### config.mk
export PLATFORM = sky130hd
export DESIGN_NAME = xsp_decrypt_stream
export DESIGN_NICKNAME = d
export VERILOG_FILES = /design/src/rtl/xsp_pkg.sv /design/src/rtl/xsp_dec_round.sv /design/src/rtl/xsp_decrypt_stream.sv
export SDC_FILE = /design/constraint.sdc
export NUM_CORES = 1
export LEC_CHECK = 0
export CORE_ASPECT_RATIO = 1.5
export CORE_MARGIN = 5
export CORE_UTILIZATION = 49
export DETAILED_ROUTE_END_ITERATION = 7
export PLACE_DENSITY_LB_ADDON = 0.08
export SETUP_SLACK_MARGIN = 0.15
export SYNTH_ARGS = -nofsm -noshare
export SYNTH_HDL_FRONTEND = slang
export SYNTH_SLANG_ARGS = --single-unit
### constraint.sdc
create_clock -name clk -period 2.81 [get_ports clk]
set_input_delay 0.562 -clock clk [delete_from_list [all_inputs] [get_ports clk]]
set_output_delay 0.562 -clock clk [all_outputs]
set_load 0.03 [all_outputs]
### src/rtl/xsp_pkg.sv
// Shared XSP cipher definitions: state encoding, rotate/permute helpers and the
// single-round inverse, used by both the encryption and decryption engines.
package xsp_pkg;

  localparam int XSP_ROT_AMT    = 3;
  localparam int XSP_MAX_ROUNDS = 16;

  typedef enum logic [1:0] {
    IDLE = 2'd0,
    RUN  = 2'd1,
    DONE = 2'd2
  } xsp_state_t;

  function automatic logic [7:0] rotl8(input logic [7:0] x, input logic [2:0] n);
    logic [15:0] t;
    t = {x, x} << n;
    return t[15:8];
  endfunction

  function automatic logic [7:0] rotr8(input logic [7:0] x, input logic [2:0] n);
    logic [15:0] t;
    t = {x, x} >> n;
    return t[7:0];
  endfunction

  function automatic logic [7:0] bitrev8(input logic [7:0] x);
    logic [7:0] r;
    for (int i = 0; i < 8; i++) r[i] = x[7-i];
    return r;
  endfunction

  // Inverse round: undo the bit reversal, then the rotate, then the key XOR.
  function automatic logic [7:0] xsp_dec_round(input logic [7:0] data, input logic [7:0] rk);
    return rotr8(bitrev8(data), 3'(XSP_ROT_AMT)) ^ rk;
  endfunction

endpackage

### src/rtl/xsp_dec_round.sv
// Combinational single-round XSP inverse; one instance serves every round of
// the iterative decryption datapath.
module xsp_dec_round
  import xsp_pkg::*;
(
  input  logic [7:0] data,
  input  logic [7:0] rk,
  output logic [7:0] result
);

  assign result = xsp_pkg::xsp_dec_round(data, rk);

endmodule

### src/rtl/xsp_decrypt_stream.sv
// Iterative valid/ready XSP decryption engine, one inverse round per clock.
// Optional completed-handshake counter enabled by defining XSP_DEC_BLKCNT_EN.
module xsp_decrypt_stream
  import xsp_pkg::*;
#(
  parameter int ROUNDS = 1
) (
  input  logic       clk,
  input  logic       rst,
  input  logic       in_valid,
  output logic       in_ready,
  input  logic [7:0] in_data,
  input  logic [7:0] in_key,
  output logic       out_valid,
  input  logic       out_ready,
  output logic [7:0] out_data,
  output logic       busy
`ifdef XSP_DEC_BLKCNT_EN
  ,
  output logic [15:0] blk_count
`endif
);

  localparam int         CW      = $clog2(ROUNDS + 1);
  localparam logic [2:0] KEY_ROT = 3'((ROUNDS - 1) % 8);

  generate
    if (ROUNDS < 1 || ROUNDS > XSP_MAX_ROUNDS) begin : g_bad_rounds
      $error("xsp_decrypt_stream: ROUNDS out of range 1..16");
    end
  endgenerate

  xsp_state_t    state, next_state;
  logic [7:0]    data_q;
  logic [7:0]    rk_q;
  logic [CW-1:0] cnt_q;
  logic [7:0]    round_out;

  xsp_dec_round u_round (
    .data  (data_q),
    .rk    (rk_q),
    .result(round_out)
  );

  // Rounds run last-to-first, so the key starts at the final round's rotation
  // and steps back by one bit each cycle.
  always_ff @(posedge clk or posedge rst) begin
    if (rst) begin
      state  <= IDLE;
      data_q <= 8'h00;
      rk_q   <= 8'h00;
      cnt_q  <= '0;
    end else begin
      state <= next_state;
      case (state)
        IDLE: begin
          if (in_valid) begin
            data_q <= in_data;
            rk_q   <= rotl8(in_key, KEY_ROT);
            cnt_q  <= CW'(ROUNDS);
          end
        end
        RUN: begin
          data_q <= round_out;
          rk_q   <= rotr8(rk_q, 3'd1);
          cnt_q  <= cnt_q - CW'(1);
        end
        default: ;
      endcase
    end
  end

  always_comb begin
    next_state = state;
    in_ready   = 1'b0;
    out_valid  = 1'b0;
    busy       = 1'b0;
    case (state)
      IDLE: begin
        in_ready = 1'b1;
        if (in_valid) next_state = RUN;
      end
      RUN: begin
        busy = 1'b1;
        if (cnt_q == CW'(1)) next_state = DONE;
      end
      DONE: begin
        busy      = 1'b1;
        out_valid = 1'b1;
        if (out_ready) next_state = IDLE;
      end
      default: next_state = IDLE;
    endcase
  end

  assign out_data = data_q;

`ifdef XSP_DEC_BLKCNT_EN
  always_ff @(posedge clk or posedge rst) begin
    if (rst)                         blk_count <= 16'h0000;
    else if (out_valid && out_ready) blk_count <= blk_count + 16'd1;
  end
`endif

endmodule
==> results.toml, run 1 <==
[sta]
drv_slew = 0
tightest_slew_ns = 0.688
rsz0062_at_grt = "no"
finalHoldViolations = 0
period_share_pct = 84.7
holdWs_ns = 0.528
fin_crit_ns = 2.38
setup_viol = 0
setup_tns_ns = 0
maxSlewHeadroom_pct = 54.1
clock.fmax_mhz = 420
skew_ns = 0.00184

[status]
status = "complete, no violations"

[clock_tree]
cts_made_buffers = 3
clkSinkCount = 19
root_buffer = "clkbuf_4"
clkLatencyLatePin_ns = 0.29
path_clk_slew_ns = 0.10
clk_path_buf_depth = 2
postCtsSetupBuffers = 0
cts_tree = "done"
post_cts_resized = 0
cts_hold_buffers = 0
ctsHtreeMaxLevel = 1

[critical_path]
r2r-start = "state[1]"
r2r-end = "out_data[6]"
rrSetupSlack_ns = 0.90
crit_type = "reg2out"
required_ns = 2.25
cp_max_fo = 6
crit_end = "in_ready"
endpoint_kind = "primary output"
cp-startpoint = "state[1]"
rr_worst_depth = 6
critical_path_arrival_ns = 1.82
crit_path_start_kind = "flip-flop"

[final_layout]
num-fill-cells = 170
syn2layout_area_growth_pct = 34.0
insertedDiodeCount = 0
layout.cells.non_filler = 154
drive_above_1_share_pct = 7.58
nets = 157

[die]
pin_count = 31
die_x_microns = 47.2
dieArea_sq_um = 3110
die_h_microns = 65.9
start_util_pct = 50.9
core_area_sq_um = 2000
core.rowCount = 20

[routing]
route.detailed.drc = 0
routedWlPerCell_microns = 13.9
route.met2.wl_microns = 1100
wl_met1_microns = 861
vias = 814
drtAntennaViolNets = 0
routed_via_density = 5.29
wl_met3_microns = 133
drtIter0Drc = 13
routed.top_layer = "met4"
wirelength_microns = 2150
firstDrtPassIters = 4

[min_path]
hp-class = "reg2reg"

[pwr]
ir_worst_vdd_v = 0.000858
seq_power_share_pct = 32.7
p_leak_uw = 0.000606
swShare_pct = 44.5
power.switching_uw = 718
p_int_uw = 898
p_total_uw = 1620
p_comb_share_pct = 58.9
clock_power_share_pct = 8.4
p_per_area_nw_per_um2 = 1180

[grt]
grt_overflow = 0
grt_pass1_vias = 840
track_usage_pct = 16.4
grt_first_pass_wirelength_microns = 3660
antenna_found_initial = 0
grt_max_degree = 20

[yosys]
synthTopCellsByArea = "dfrtp_1 47%, mux2i_1 12%, o21ai_0 7.9%, nand2_1 5.9%, xor2_1 5.2%"
async_flop_share_pct = 100
synth_warnings = 0
synth_seq_cells = 19
synth_area_leader_cell = "dfrtp_1"
synth_top_area_share_pct = 46.6
synth_ff_type = "dfrtp_1"
synth_edf_count = 0
ys_types = 20
ys_seq_area_share_pct = 46.6
synth.avg_cell_area_sq_um = 10.2
synthCells = 100
synth_area_sq_um = 1020
synthesis.nets = 124

[placement]
place_congestion = 0.762
hpwl_microns = 1710
io_buffers = 30
dp_cells = 150

[run]
maxCapViolCount = 0
registers in the layout, summed over array words and instances (netlist names):
| signal | flops |
|---|---|
| cnt_q | 1 |
| out_data | 8 |
| rk_q | 8 |
| state | 2 |
layout by cell type, fill, tap and decap left out, types with 4 or more instances in the layout:
cell type and instances:
clkdlybuf4s50_1 30, dfrtp_1 19, inv_1 5, ha_1 4, mux2i_1 12, nand2_1 16
xor2_1 6, o21ai_0 16
power groups by stage:
stage	Sequential (uW)	Clock, uW	Combinational (uW)
6_report	528	136	952
3_5_place_dp	537	0	962
2_1_floorplan	613	0	581
3_3_place_gp	529	0	934
5_1_grt	552	157	1050
4_1_cts	531	138	965
synthesized netlist by cell type, types with 2 or more instances:
| library cell | count |
|---|---|
| nand4_1 | 2 |
| o21ai_0 | 16 |
| nor2b_1 | 3 |
| a21boi_0 | 2 |
| mux2_2 | 2 |
| ha_1 | 4 |
| xor2_1 | 6 |
| mux2i_1 | 12 |
| nand2_1 | 16 |
| or3_1 | 2 |
| inv_1 | 5 |
| buf_2 | 3 |
| dfrtp_1 | 19 |
| nand3_1 | 2 |
stage by stage:
stage | setup slack (ns) | utilization, % | cell area [sq um]
after floorplan | 1.15 | - | 1020
after global placement | 0.772 | 66.9 | 1340
after detailed placement | 0.760 | 66.9 | 1340
after CTS | 0.417 | 68.3 | 1370
after global routing | 0.328 | 68.3 | 1370
final | 0.429 | 68.3 | 1370
critical path, stage by stage, from the launching register on:
cell and delay (ns):
dfrtp_1 0.42, inv_1 0.10, ha_1 0.29, clkdlybuf4s50_1 0.72
routing by layer:
| layer | vias up | GRT usage (%) |
|---|---|---|
| met5 | - | 0 |
| li1 | 407 | - |
| met1 | 378 | 19.0 |
| met3 | 4 | 2.45 |
| met2 | 25 | 27.0 |
| met4 | 0 | 9.34 |
kinds of logic after synthesis:
logic type / count (synthesis) / share of synthesized area (%)
flops: 19 / 46.6
simple gates: 26 / 11.8
buf+inv: 10 / 4.79
xor+xnor: 6 / 5.15
mux: 15 / 15.3
fa+ha+maj: 4 / 4.91
compound gates: 20 / 11.4
worst min path at each step:
stage / startpoint / end / cells after the start
floorplan: rk_q[2] / rk_q[2] / 2
global placement: rk_q[6] / rk_q[6] / 2
detailed placement: rk_q[6] / rk_q[6] / 2
CTS: cnt_q / cnt_q / 1
global route: cnt_q / cnt_q / 1
finish: rk_q[6] / rk_q[6] / 2
layout make-up:
class / instances / area [sq um] / share of cell area (%)
Multi-Input combinational cell: 71 / 495 / 36.3
Tap cell: 22 / 27.5 / 2.01
Clock buffer: 4 / 26.3 / 1.92
Sequential cell: 19 / 475 / 34.8
Inverter: 5 / 18.8 / 1.37
Timing Repair Buffer: 33 / 323 / 23.6
No activity file was read; power rests on OpenSTA's default activity.
==> run 2, diff against run 1 <==
CORE_UTILIZATION = 41   (was 49)
clock period = 1.9 ns   (was 2.81 ns; I/O delays follow)
==> results.toml, run 2 (same netlist as run 1, synthesis figures left out) <==
[placement]
io_buffers = 30
hpwl_microns = 1710
place_congestion = 0.738

[sta]
fin_crit_ns = 1.66
drv_slew = 0
clock.fmax_mhz = 604
setup_tns_ns = 0
setup_viol = 0
tightest_slew_ns = 0.319
period_share_pct = 87.1
rsz0062_at_grt = "yes"
maxSlewHeadroom_pct = 78.7
finalHoldViolations = 0
skew_ns = 0.000898

[clock_tree]
clkSinkCount = 19
cts_hold_buffers = 0
clk_path_buf_depth = 2
cts_tree = "done"
path_clk_slew_ns = 0.10
ctsHtreeMaxLevel = 1
root_buffer = "clkbuf_4"
clkLatencyLatePin_ns = 0.29
cts_made_buffers = 3

[critical_path]
critical_path_arrival_ns = 1.28
crit_path_start_kind = "flip-flop"
cp-startpoint = "state[0]"
r2r-start = "state[1]"
endpoint_kind = "primary output"
crit_type = "reg2out"
required_ns = 1.52
cp_max_fo = 3

[grt]
grt_first_pass_wirelength_microns = 3620
antenna_found_initial = 0
grt_pass1_vias = 792
grt_overflow = 0
grt_max_degree = 20
track_usage_pct = 12.9

[routing]
wirelength_microns = 2120
routed_via_density = 4.92
firstDrtPassIters = 2
routedWlPerCell_microns = 13.1
drtIter0Drc = 7
drtAntennaViolNets = 0
route.detailed.drc = 0
vias = 792

[status]
status = "complete, no violations"

[final_layout]
nets = 162
layout_common_cells = "19 x dfrtp_1, 19 x clkdlybuf4s50_1, 16 x nand2_1, 16 x o21ai_0, 12 x mux2i_1"
syn2layout_area_growth_pct = 37.7
drive_above_1_share_pct = 13.1
insertedDiodeCount = 0

[die]
die_x_microns = 50.7
die_h_microns = 71.1
core_area_sq_um = 2420
pin_count = 31
start_util_pct = 42.1
core.rowCount = 22
dieArea_sq_um = 3610

[pwr]
p_leak_uw = 0.000674
ir_worst_vdd_v = 0.00117
p_per_area_nw_per_um2 = 1700
p_total_uw = 2390

[run]
maxCapViolCount = 0

[min_path]
hp-class = "in2async"
[run 2: area by class of cell]
| type | count | area [sq um] |
|---|---|---|
| Timing Repair Buffer | 38 | 349 |
| Inverter | 5 | 18.8 |
| Fill cell | 231 | 1020 |
| Sequential cell | 19 | 475 |
| Multi-Input combinational cell | 71 | 504 |
| Clock buffer | 4 | 26.3 |
| Tap cell | 24 | 30.0 |
[run 2: power by group]
part / switching [uW] / total [uW] / internal (uW)
registers: 161 / 766 / 605
logic: 790 / 1420 / 628
clock network: 120 / 201 / 81.6
[run 2: what timing repair did]
action | 4_1_cts | 5_1_grt
setup endpoints to repair | 9 | 19
setup buffers | 0 | 1
resized for setup | 15 | 7
[run 2: worst max-delay path: stages, from the launching register on]
cell	delay (ns)
dfrtp_1	0.40
inv_1	0.09
ha_1	0.18
clkdlybuf4s15_2	0.31
[run 2: path summary, 6_finish.rpt]
path	end	slack (ns)	depth (start not counted)
worst max-delay path	out_valid	0.24	3
worst min-delay path	out_data[6]	0.40	3
worst max register to register	state[1]	0.25	5
worst min register to register	cnt_q	0.52	1
max in group asynchronous	out_data[5]	1.30	3
min in group clk	cnt_q	0.52	1
[run 2: per-layer routing]
| metal | wire length (microns) | GRT usage, % |
|---|---|---|
| met5 | 0 | 0 |
| met4 | 16 | 5.11 |
| met3 | 148 | 4.63 |
| met2 | 1100 | 20.9 |
| met1 | 852 | 15.2 |
[run 2: metrics by stage]
stage | util, % | worst slack (ns) | hold WS, ns | cell area [sq um] | std cells
after global placement | 56.7 | 0.158 | 0.487 | 1370 | 156
after detailed placement | 56.7 | 0.136 | 0.505 | 1370 | 156
final | 58.0 | 0.244 | 0.399 | 1400 | 161
after floorplan | - | 0.242 | 0.331 | 1020 | 100
after CTS | 57.6 | 0.160 | 0.409 | 1400 | 160
after global routing | 58.0 | 0.138 | 0.426 | 1400 | 161
==> run 3, diff against run 2 <==
clock period = 1.5 ns   (was 1.9 ns; I/O delays follow)
==> results.toml, run 3 (same netlist as run 1, synthesis figures left out) <==
[critical_path]
critical_path_arrival_ns = 1.66
cp_max_fo = 6
r2r-start = "state[0]"
endpoint_kind = "flip-flop"
rr_worst_depth = 6
rrSetupSlack_ns = 0.01
r2r-end = "out_data[2]"
required_ns = 1.67
crit_path_start_kind = "flip-flop"
crit_type = "reg2reg"

[clock_tree]
clkSinkCount = 19
path_clk_slew_ns = 0.11
cts_tree = "done"
clk_path_buf_depth = 2
clkLatencyLatePin_ns = 0.29
ctsHtreeMaxLevel = 1
root_buffer = "clkbuf_4"
cts_made_buffers = 3

[sta]
skew_ns = 0.0109
drv_slew = 0
rsz0062_at_grt = "yes"
fin_crit_ns = 1.49
worst_slack_ns = 0.00992
clock.fmax_mhz = 671
holdWs_ns = 0.310
setup_viol = 0
maxSlewHeadroom_pct = 79.0
period_share_pct = 99.3
tightest_slew_ns = 0.309
finalHoldViolations = 0

[run]
maxCapViolCount = 0

[routing]
routedWlPerCell_microns = 14.2
route.met2.wl_microns = 1280
routed.top_layer = "met4"
drtAntennaViolNets = 0
route.detailed.drc = 0
vias = 869
routed_via_density = 5.11
drtIter0Drc = 6
wirelength_microns = 2410
firstDrtPassIters = 2
wl_met3_microns = 110
wl_met1_microns = 968

[grt]
grt_max_degree = 20
antenna_found_initial = 0
grt_pass1_vias = 903
grt_first_pass_wirelength_microns = 4010
track_usage_pct = 14.1
grt_overflow = 0

[placement]
io_buffers = 30
place_area_sq_um = 1440
place_worst_setup_slack_ns = -0.0925
hpwl_microns = 1740
place_congestion = 0.730

[final_layout]
num-fill-cells = 191
drive_above_1_share_pct = 36.3
insertedDiodeCount = 0
postLayoutCoreUtil_pct = 66.1
syn2layout_area_growth_pct = 56.9
nets = 171
fin_area_sq_um = 1600
layout_common_cells = "19 x clkdlybuf4s50_1, 18 x dfrtp_1, 12 x mux2i_1, 12 x o21ai_1, 11 x buf_4"
final_common_cell = "clkdlybuf4s50_1"

[die]
dieArea_sq_um = 3610
pin_count = 31
core_area_sq_um = 2420
core.rowCount = 22
die_x_microns = 50.7
die_h_microns = 71.1
start_util_pct = 42.1

[pwr]
p_leak_uw = 0.000720
ir_worst_vdd_v = 0.00151
p_per_area_nw_per_um2 = 2350

[min_path]
hp-class = "in2async"

[status]
status = "complete, no violations"
[run 3: final cells by class]
type	count	area [sq um]	share of cell area (%)
inverters	5	26.3	1.64
multi-input cells	71	602	37.6
flip-flops and latches	19	477	29.8
well taps	24	30.0	1.88
repair buffers	47	439	27.4
clock buffers	4	26.3	1.64
[run 3: metal layers]
layer,GRT usage [%],up-vias
met3,2.95,4
met5,0,-
met2,23.6,19
met4,7.10,0
met1,16.4,415
li1,-,431
[run 3: per-stage QoR]
step                power [uW]  setup TNS, ns  std cells
finish                    3760              0        170
global route              4030         -0.566        170
CTS                       3630              0        168
detailed placement        3100         -0.401        156
global placement          3050         -0.230        156
floorplan                 2630              0        100
[run 3: how the worst max path moves through the flow]
stage,startpoint,end,slack (ns),depth (start not counted)
after floorplan,state[1],state[0],0.03,6
after global placement,in_valid,state[1],-0.07,4
after detailed placement,in_valid,state[0],-0.09,4
after CTS,state[1],in_ready,0.04,3
after global routing,state[1],rk_q[3],-0.06,6
final,state[0],out_data[2],0.01,6
[run 3: repair_timing]
item | 4_1_cts | 5_1_grt
hold buffers | 0 | 0
setup buffers | 7 | 2
gates cloned | 1 | 0
hold endpoints to repair | 0 | 0
endpoints found under the setup margin | 30 | 24
resized for setup | 32 | 20
pin swaps | 6 | 5
[run 3: worst max-delay path: stages (launching register included)]
cell and delay (ns):
dfrtp_2 0.45, buf_6 0.13, ha_4 0.19, mux2i_4 0.29, buf_6 0.15, or3_1 0.09, nand3_1 0.06
[run 3: report_power, final]
group          switching, uW  internal [uW]  total (uW)
sequential               252            769        1020
combinational           1250           1240        2490
clock                    153            103         256
total                   1650           2110        3760
